--- src/rtl/mem_access_stage_pkg.sv ---
// Shared definitions for the execute / memory / write-back pipeline boundary:
// bus widths, bus payload layouts, load_type and rf_wdata_sel encodings.
package mem_access_stage_pkg;

  localparam int unsigned EXE_TO_MEM_BUS_WD = 76;
  localparam int unsigned MEM_TO_WB_BUS_WD  = 70;
  localparam int unsigned MEM_TO_BY_BUS_WD  = 39;
  localparam int unsigned DATA_WD           = 32;
  localparam int unsigned RF_ADDR_WD        = 5;

  // load_type encodings (101..111 behave as LT_W)
  localparam logic [2:0] LT_W  = 3'b000;
  localparam logic [2:0] LT_B  = 3'b001;
  localparam logic [2:0] LT_BU = 3'b010;
  localparam logic [2:0] LT_H  = 3'b011;
  localparam logic [2:0] LT_HU = 3'b100;

  // rf_wdata_sel encodings
  localparam logic [1:0] SEL_ALU  = 2'b00;
  localparam logic [1:0] SEL_LINK = 2'b01;
  localparam logic [1:0] SEL_LOAD = 2'b10;
  localparam logic [1:0] SEL_ZERO = 2'b11;

  // Execute -> memory payload; field order fixes the bit offsets (MSB first).
  typedef struct packed {
    logic [DATA_WD-1:0]    pc_plus_4;    // [75:44]
    logic [DATA_WD-1:0]    alu_res;      // [43:12]
    logic [RF_ADDR_WD-1:0] rf_waddr;     // [11:7]
    logic [1:0]            rf_wdata_sel; // [6:5]
    logic                  rf_we;        // [4]
    logic                  is_load;      // [3]
    logic [2:0]            load_type;    // [2:0]
  } exe_to_mem_t;

  // Memory -> write-back payload.
  typedef struct packed {
    logic [DATA_WD-1:0]    pc_plus_4;    // [69:38]
    logic [DATA_WD-1:0]    rf_wdata;     // [37:6]
    logic [RF_ADDR_WD-1:0] rf_waddr;     // [5:1]
    logic                  rf_we;        // [0]
  } mem_to_wb_t;

  // Memory -> bypass network payload.
  typedef struct packed {
    logic [RF_ADDR_WD-1:0] rf_waddr;     // [38:34]
    logic [DATA_WD-1:0]    rf_wdata;     // [33:2]
    logic                  rf_we;        // [1]
    logic                  mem_valid;    // [0]
  } mem_to_by_t;

endpackage

--- src/rtl/mem_access_stage_load_align.sv ---
// load_align: combinational byte/half extraction with sign or zero extension.
//   word      in  32  raw memory word
//   addr_lo   in  2   low address bits selecting byte/half
//   load_type in  3   LT_* encoding
//   data      out 32  aligned, extended load data
module load_align
  import mem_access_stage_pkg::*;
(
  input  logic [31:0] word,
  input  logic [1:0]  addr_lo,
  input  logic [2:0]  load_type,
  output logic [31:0] data
);

  logic [7:0]  w_byte;
  logic [15:0] w_half;

  always_comb begin
    w_byte = word[{addr_lo, 3'b000} +: 8];
    w_half = addr_lo[1] ? word[31:16] : word[15:0];
    data   = word;
    case (load_type)
      LT_B:    data = {{24{w_byte[7]}}, w_byte};
      LT_BU:   data = {24'h000000, w_byte};
      LT_H:    data = {{16{w_half[15]}}, w_half};
      LT_HU:   data = {16'h0000, w_half};
      default: data = word;
    endcase
  end

endmodule

--- src/rtl/mem_access_stage.sv ---
// mem_access_stage: fourth pipeline stage. Captures the synchronous RAM word on
// the first resident cycle so a stalled load keeps its data, aligns loads,
// selects register write data and drives write-back and bypass buses.
//   clk, reset         clock, synchronous active-high reset
//   exe_to_mem_bus/_valid  upstream payload and valid
//   mem_allow_in       stage can accept this cycle
//   wb_allow_in        downstream can accept
//   mem_to_wb_valid/_bus   downstream valid and payload
//   mem_to_by_bus      bypass payload, bit 0 = stage occupied
//   data_ram_r_data    RAM read word for the address issued last cycle
module mem_access_stage
  import mem_access_stage_pkg::*;
(
  input  logic                         clk,
  input  logic                         reset,
  input  logic [EXE_TO_MEM_BUS_WD-1:0] exe_to_mem_bus,
  input  logic                         exe_to_mem_valid,
  output logic                         mem_allow_in,
  input  logic                         wb_allow_in,
  output logic                         mem_to_wb_valid,
  output logic [MEM_TO_WB_BUS_WD-1:0]  mem_to_wb_bus,
  output logic [MEM_TO_BY_BUS_WD-1:0]  mem_to_by_bus,
  input  logic [DATA_WD-1:0]           data_ram_r_data
);

  exe_to_mem_t        r_bus;
  logic               r_mem_valid;
  logic               r_mem_first;
  logic [DATA_WD-1:0] r_rdata_hold;

  logic               w_ready_go;
  logic               w_allow_in;
  logic               w_accept;
  logic [DATA_WD-1:0] w_word;
  logic [DATA_WD-1:0] w_load_data;
  logic [1:0]         w_sel;
  logic [DATA_WD-1:0] w_rf_wdata;
  mem_to_wb_t         w_wb;
  mem_to_by_t         w_by;

  // Handshake: single-cycle stage, always ready to go.
  assign w_ready_go = 1'b1;
  assign w_allow_in = ~r_mem_valid | (w_ready_go & wb_allow_in);
  assign w_accept   = w_allow_in & exe_to_mem_valid;

  // Pipeline register, first-cycle flag and RAM capture.
  always_ff @(posedge clk) begin
    if (reset) begin
      r_mem_valid  <= 1'b0;
      r_mem_first  <= 1'b0;
      r_bus        <= '0;
      r_rdata_hold <= '0;
    end else begin
      if (w_allow_in) r_mem_valid <= exe_to_mem_valid;
      if (w_accept)   r_bus       <= exe_to_mem_bus;
      r_mem_first <= w_accept;
      if (r_mem_first) r_rdata_hold <= data_ram_r_data;
    end
  end

  // RAM output is only trustworthy on the first resident cycle.
  assign w_word = r_mem_first ? data_ram_r_data : r_rdata_hold;

  load_align u_load_align (
    .word      (w_word),
    .addr_lo   (r_bus.alu_res[1:0]),
    .load_type (r_bus.load_type),
    .data      (w_load_data)
  );

  // Write-data select; loads always take the aligned RAM path.
  always_comb begin
    w_sel      = r_bus.is_load ? SEL_LOAD : r_bus.rf_wdata_sel;
    w_rf_wdata = '0;
    case (w_sel)
      SEL_ALU:  w_rf_wdata = r_bus.alu_res;
      SEL_LINK: w_rf_wdata = r_bus.pc_plus_4 + 32'd4;
      SEL_LOAD: w_rf_wdata = w_load_data;
      SEL_ZERO: w_rf_wdata = '0;
      default:  w_rf_wdata = '0;
    endcase
  end

  always_comb begin
    w_wb.pc_plus_4 = r_bus.pc_plus_4;
    w_wb.rf_wdata  = w_rf_wdata;
    w_wb.rf_waddr  = r_bus.rf_waddr;
    w_wb.rf_we     = r_bus.rf_we;
    w_by.rf_waddr  = r_bus.rf_waddr;
    w_by.rf_wdata  = w_rf_wdata;
    w_by.rf_we     = r_bus.rf_we;
    w_by.mem_valid = r_mem_valid;
  end

  assign mem_allow_in    = w_allow_in;
  assign mem_to_wb_valid = r_mem_valid & w_ready_go;
  assign mem_to_wb_bus   = w_wb;
  assign mem_to_by_bus   = w_by;

endmodule

--- config.mk ---
export PLATFORM = sky130hd
export DESIGN_NAME = mem_access_stage
export DESIGN_NICKNAME = d
export VERILOG_FILES = /design/src/rtl/mem_access_stage_pkg.sv /design/src/rtl/mem_access_stage_load_align.sv /design/src/rtl/mem_access_stage.sv
export SDC_FILE = /design/constraint.sdc
export NUM_CORES = 1
export LEC_CHECK = 0
export BUFFER_PORTS_ARGS = -buffer_cell sky130_fd_sc_hd__clkbuf_2
export CAP_MARGIN = 10
export CORE_MARGIN = 4
export CORE_UTILIZATION = 55
export DETAILED_ROUTE_END_ITERATION = 16
export PLACE_DENSITY_LB_ADDON = 0.3
export SLEW_MARGIN = 20
export SYNTH_ARGS = -nofsm -noshare
export SYNTH_HDL_FRONTEND = slang
export SYNTH_SLANG_ARGS = --single-unit
--- constraint.sdc ---
create_clock -name clk -period 5.4 [get_ports clk]
set_clock_uncertainty 0.2 [all_clocks]
set_input_delay 0.27 -clock clk [delete_from_list [all_inputs] [get_ports clk]]
set_output_delay 0.27 -clock clk [all_outputs]
set_load 0.005 [all_outputs]
==> results by stage <==
CTS:
- TritonCTS built the clock tree.
- Once the clock tree was built, the resizer swapped 0 gates to a different size.
- In this run the deepest clock path goes through 2 buffers.
- The number of buffers created by CTS is 9.
- The root buffer cell chosen for the clock tree is clkbuf_16.
- The insertion delay of the later-clocked pin in the worst-skew pair is 0.35 ns.
- The H-tree was split into 3 levels.
- The number of buffers inserted for hold repair after clock tree synthesis is 79.
- After clock tree synthesis, the clock-pin slew on the worst setup and hold paths is 0.07 ns.
- The buffer count from post-CTS setup fixing is 0.
- The total clock sinks is 110.

Logic synthesis:
- The post-synthesis cell count is 830.
- For this run, asynchronously set or reset flops after synthesis account for 0%.
- After synthesis the cells add up to 6317 um2.
- Counting distinct cell types in the post-synthesis netlist gives 54.
- The number of flops mapped to enable cells by yosys is 0.
- The mean cell area of the mapped netlist is 7.611 um2.
- The prevailing post-synth register cell is dfxtp_1.
- For this run, the number of Yosys warnings is 0.
- The share of synthesized area occupied by flip-flops and latches is 34.86%.
- The number of synthesized register bits is 110.
- The number of nets in the synthesized netlist is 943.

Min path:
- The worst hold path passes through 3 cells.
- The worst hold path terminates at r_rdata_hold[12].
- In this run the worst hold path is classified as in2reg.
- In this run the most critical hold path is launched from data_ram_r_data[12].

Global route:
- The remaining global-route overflow is 0.
- The initial antenna violation count was 0.
- The maximum number of pins on one net before global-route repair is around 110.
- The via count of the first global-routing pass is 6205.
- The first-pass GRT wire length is about 33 mm.
- For this run, the total global-route usage over all layers was measured as 30.93%.

Power and ir drop:
- VDD sags by at most approximately 0.18 mV.
- Dividing total power by cell area gives a power density of approximately 260 nW/um2.
- Total power for the finished layout comes to 0.002091 W.
- The static leakage is 3.446 nW.

STA:
- Timing would allow up to 0.2477 GHz.
- Setup repair after global routing left no endpoint under its margin.
- The final critical path takes up between 70% and 80% of the cycle.
- The number of pins exceeding their max-slew limit in the final report was 0.
- Across all hold checks on the routed design, the worst slack comes to -0.001690 ns.
- After layout, the minimum clock period comes to a little over 4 ns.
- The final total negative setup slack is 0 ns.
- Setup violations remaining at the end of the flow were counted as 0.
- The transition time at the pin with the least slew margin is 1.002 ns.
- The final-report hold violation count was 1.
- The normalized max-slew margin is 33.21%.

Job:
- Max-cap violations in this run came to 0.

Final layout:
- Fill cells in the final layout number 907.
- Relative to the synthesized area, the layout overhead comes to 25.61%.
- Summing all flip-flop and latch instances after layout gives between 2000 and 2500 um2.
- In the final layout, the multi-input gates occupy 3252 um2.
- The fraction of final layout cells sized beyond drive strength 1 is 25.59%.
- The final layout contains 1128 nets.

Worst setup path:
- The startpoint identified for the worst register-to-register timing path is r_mem_first.
- The worst setup path is launched from a register.
- The critical path endpoint category is an output port.
- The arrival time of the worst setup path is approximately 3.6 ns.
- The setup check on the worst reg-to-reg path leaves a slack of 3.30 ns.
- The type of the worst setup path is reg2out.
- The peak fanout along the critical path is 34.
- The endpoint of the lowest-slack register-to-register path is r_rdata_hold[30].
- STA puts the critical path data required time at 4.93 ns.
- The worst register-to-register path has a depth of 2.
- The startpoint of the most critical setup path is r_mem_first.

Route:
- The wire length per cell is ~18 um.
- The post-route antenna net violation count is 0.
- The number of vias per cell is between 5 and 6.
- The routed via count is between 6000 and 7000.
- For this block, the initial DRC count from the detailed router was 686.
- The DRC violation count after routing is 0.
- The first detailed-routing pass took 6 iterations.
- The routed wire length is slightly above 20 mm.

Die:
- The x dimension of the die is 115.2 um.
- The floorplan step defined a die boundary enclosing about 13000 um2.
- The core area is 11030 um2.
- The I/O pin total is roughly 220.
- The effective utilization at floorplan is 57.27%.
- In this run the vertical extent of the chip is roughly 120 um.
- The count of standard-cell rows is 38.

Place:
- The final weighted congestion in routability-driven placement is 0.9432.
- Input and output buffers added on the ports amount to 222.
- The HPWL after detailed placement is approximately 14 mm.

Status:
- The flow ran to the end, but the final reports show violations.
- The final reports fail on hold timing.
[power by group]
part	internal, W	total (W)	switching, W
sequential	0.000856	0.000910	0.0000541
combinational	0.000217	0.000481	0.000264
clock	0.000370	0.000701	0.000330
[final cells by class]
type / count / share of cell area [%]
inverter: 13 / 0.6149
antenna: 2 / 0.06307
sequential: 110 / 27.77
tap: 140 / 2.208
clock buffer: 10 / 2.886
multi-input combinational: 575 / 40.98
clock inverter: 6 / 0.9618
timing repair buffer: 306 / 24.52
[through the flow]
step | cells | worst slack [ns] | util [%] | hold slack, ns | area [um2]
after CTS | 1160 | 1.431 | 71.86 | 0.01464 | 7926
after global placement | 1065 | 1.846 | 61.92 | 0.2402 | 6830
after floorplan | 830 | 2.949 | - | 0.1995 | 6317
after global routing | 1160 | 1.101 | 71.89 | 0.02590 | 7930
final | 1162 | 1.362 | 71.94 | -0.001690 | 7935
after detailed placement | 1065 | 1.833 | 61.92 | 0.2470 | 6830
[placed cells by master (no fill, tap or decap), drive strengths merged, types with 2 or more instances in the layout]
master and instances:
a211o 2, a211oi 5, a21oi 94, a22o 3, a22oi 13, a31oi 3, a32oi 2, and2 2
and4 7, buf 6, clkbuf 231, dfxtp 110, diode 2, dlygate4sd3 79, inv 17, mux2 5
mux2i 38, mux4 3, nand2 186, nand2b 4, nand3 12, nand3b 2, nand4 11, nor2 66
nor2b 4, nor3 7, nor4 8, o211ai 3, o21a 3, o21ai 32, o221ai 9, o22ai 4
o311a 2, o31ai 2, o32ai 2, or2 2, or3 2, xnor2 23, xor2 5
[per-layer routing]
layer  global-route usage [%]  vias up  wire (um)
met2                    50.19      334       9981
li1                         -     3130          -
met3                    6.579       64       1854
met1                    40.01     2947       8173
met4                    12.83        0        679
met5                        0        -          0
[flip-flops by register name, summed over array words and instances (netlist names)]
signal           cells
mem_to_wb_bus       32
r_bus               38
mem_to_wb_valid      1
r_rdata_hold        32
r_mem_first          1
mem_to_by_bus        6
[cells in the mapped netlist (all sizes together), types with 2 or more instances]
cell	number	area, um2
nand2	186	698.2
dfxtp	110	2202
a21oi	94	470.5
buf	93	671.9
nor2	66	247.7
clkbuf	39	146.4
mux2i	38	380.4
o21ai	32	160.1
xnor2	23	201.4
a22oi	13	97.59
inv	13	48.80
nand3	12	60.06
nand4	11	68.82
o221ai	9	78.83
nor4	8	50.05
and4	7	61.31
nor3	7	40.04
a211oi	5	50.05
mux2	5	56.30
xor2	5	43.79
nand2b	4	25.02
nor2b	4	25.02
o22ai	4	25.02
a22o	3	26.28
a31oi	3	18.77
mux4	3	67.56
o211ai	3	27.52
o21a	3	22.52
a211o	2	17.52
a32oi	2	17.52
and2	2	12.51
nand3b	2	15.01
o311a	2	20.02
o31ai	2	15.01
o32ai	2	25.03
or2	2	12.51
or3	2	12.51
[how the worst max path moves through the flow]
stage,end,slack [ns],cells after the start
after global routing,mem_to_wb_bus[23],1.10,6
after floorplan,mem_to_wb_bus[25],2.95,8
after detailed placement,mem_to_by_bus[22],1.83,6
final,mem_to_wb_bus[23],1.36,6
after CTS,mem_to_by_bus[22],1.43,6
after global placement,mem_to_by_bus[22],1.85,6
[worst max-delay path, cell delays in order, from the launching register on]
cell and delay [ns]:
dfxtp_2 1.00, mux2i_1 0.31, mux4_2 0.64, a211oi_4 0.71, a22oi_1 0.18, o21ai_0 0.19
clkbuf_2 0.18
[kinds of logic (layout without fill, tap and decap cells)]
kind of cell	count (synthesis)	after routing	synth area share, %
and+or+nand+nor	316	316	21.41
AOI/OAI and AO/OA	183	183	17.79
buffers and inverters	145	335	13.73
DFF	110	110	34.86
muxes	46	46	7.982
xor gates and xnor gates	28	28	3.882
adders and majority gates	2	2	0.3565
other	0	2	0
Note: power is estimated with default switching activity, not from simulation.
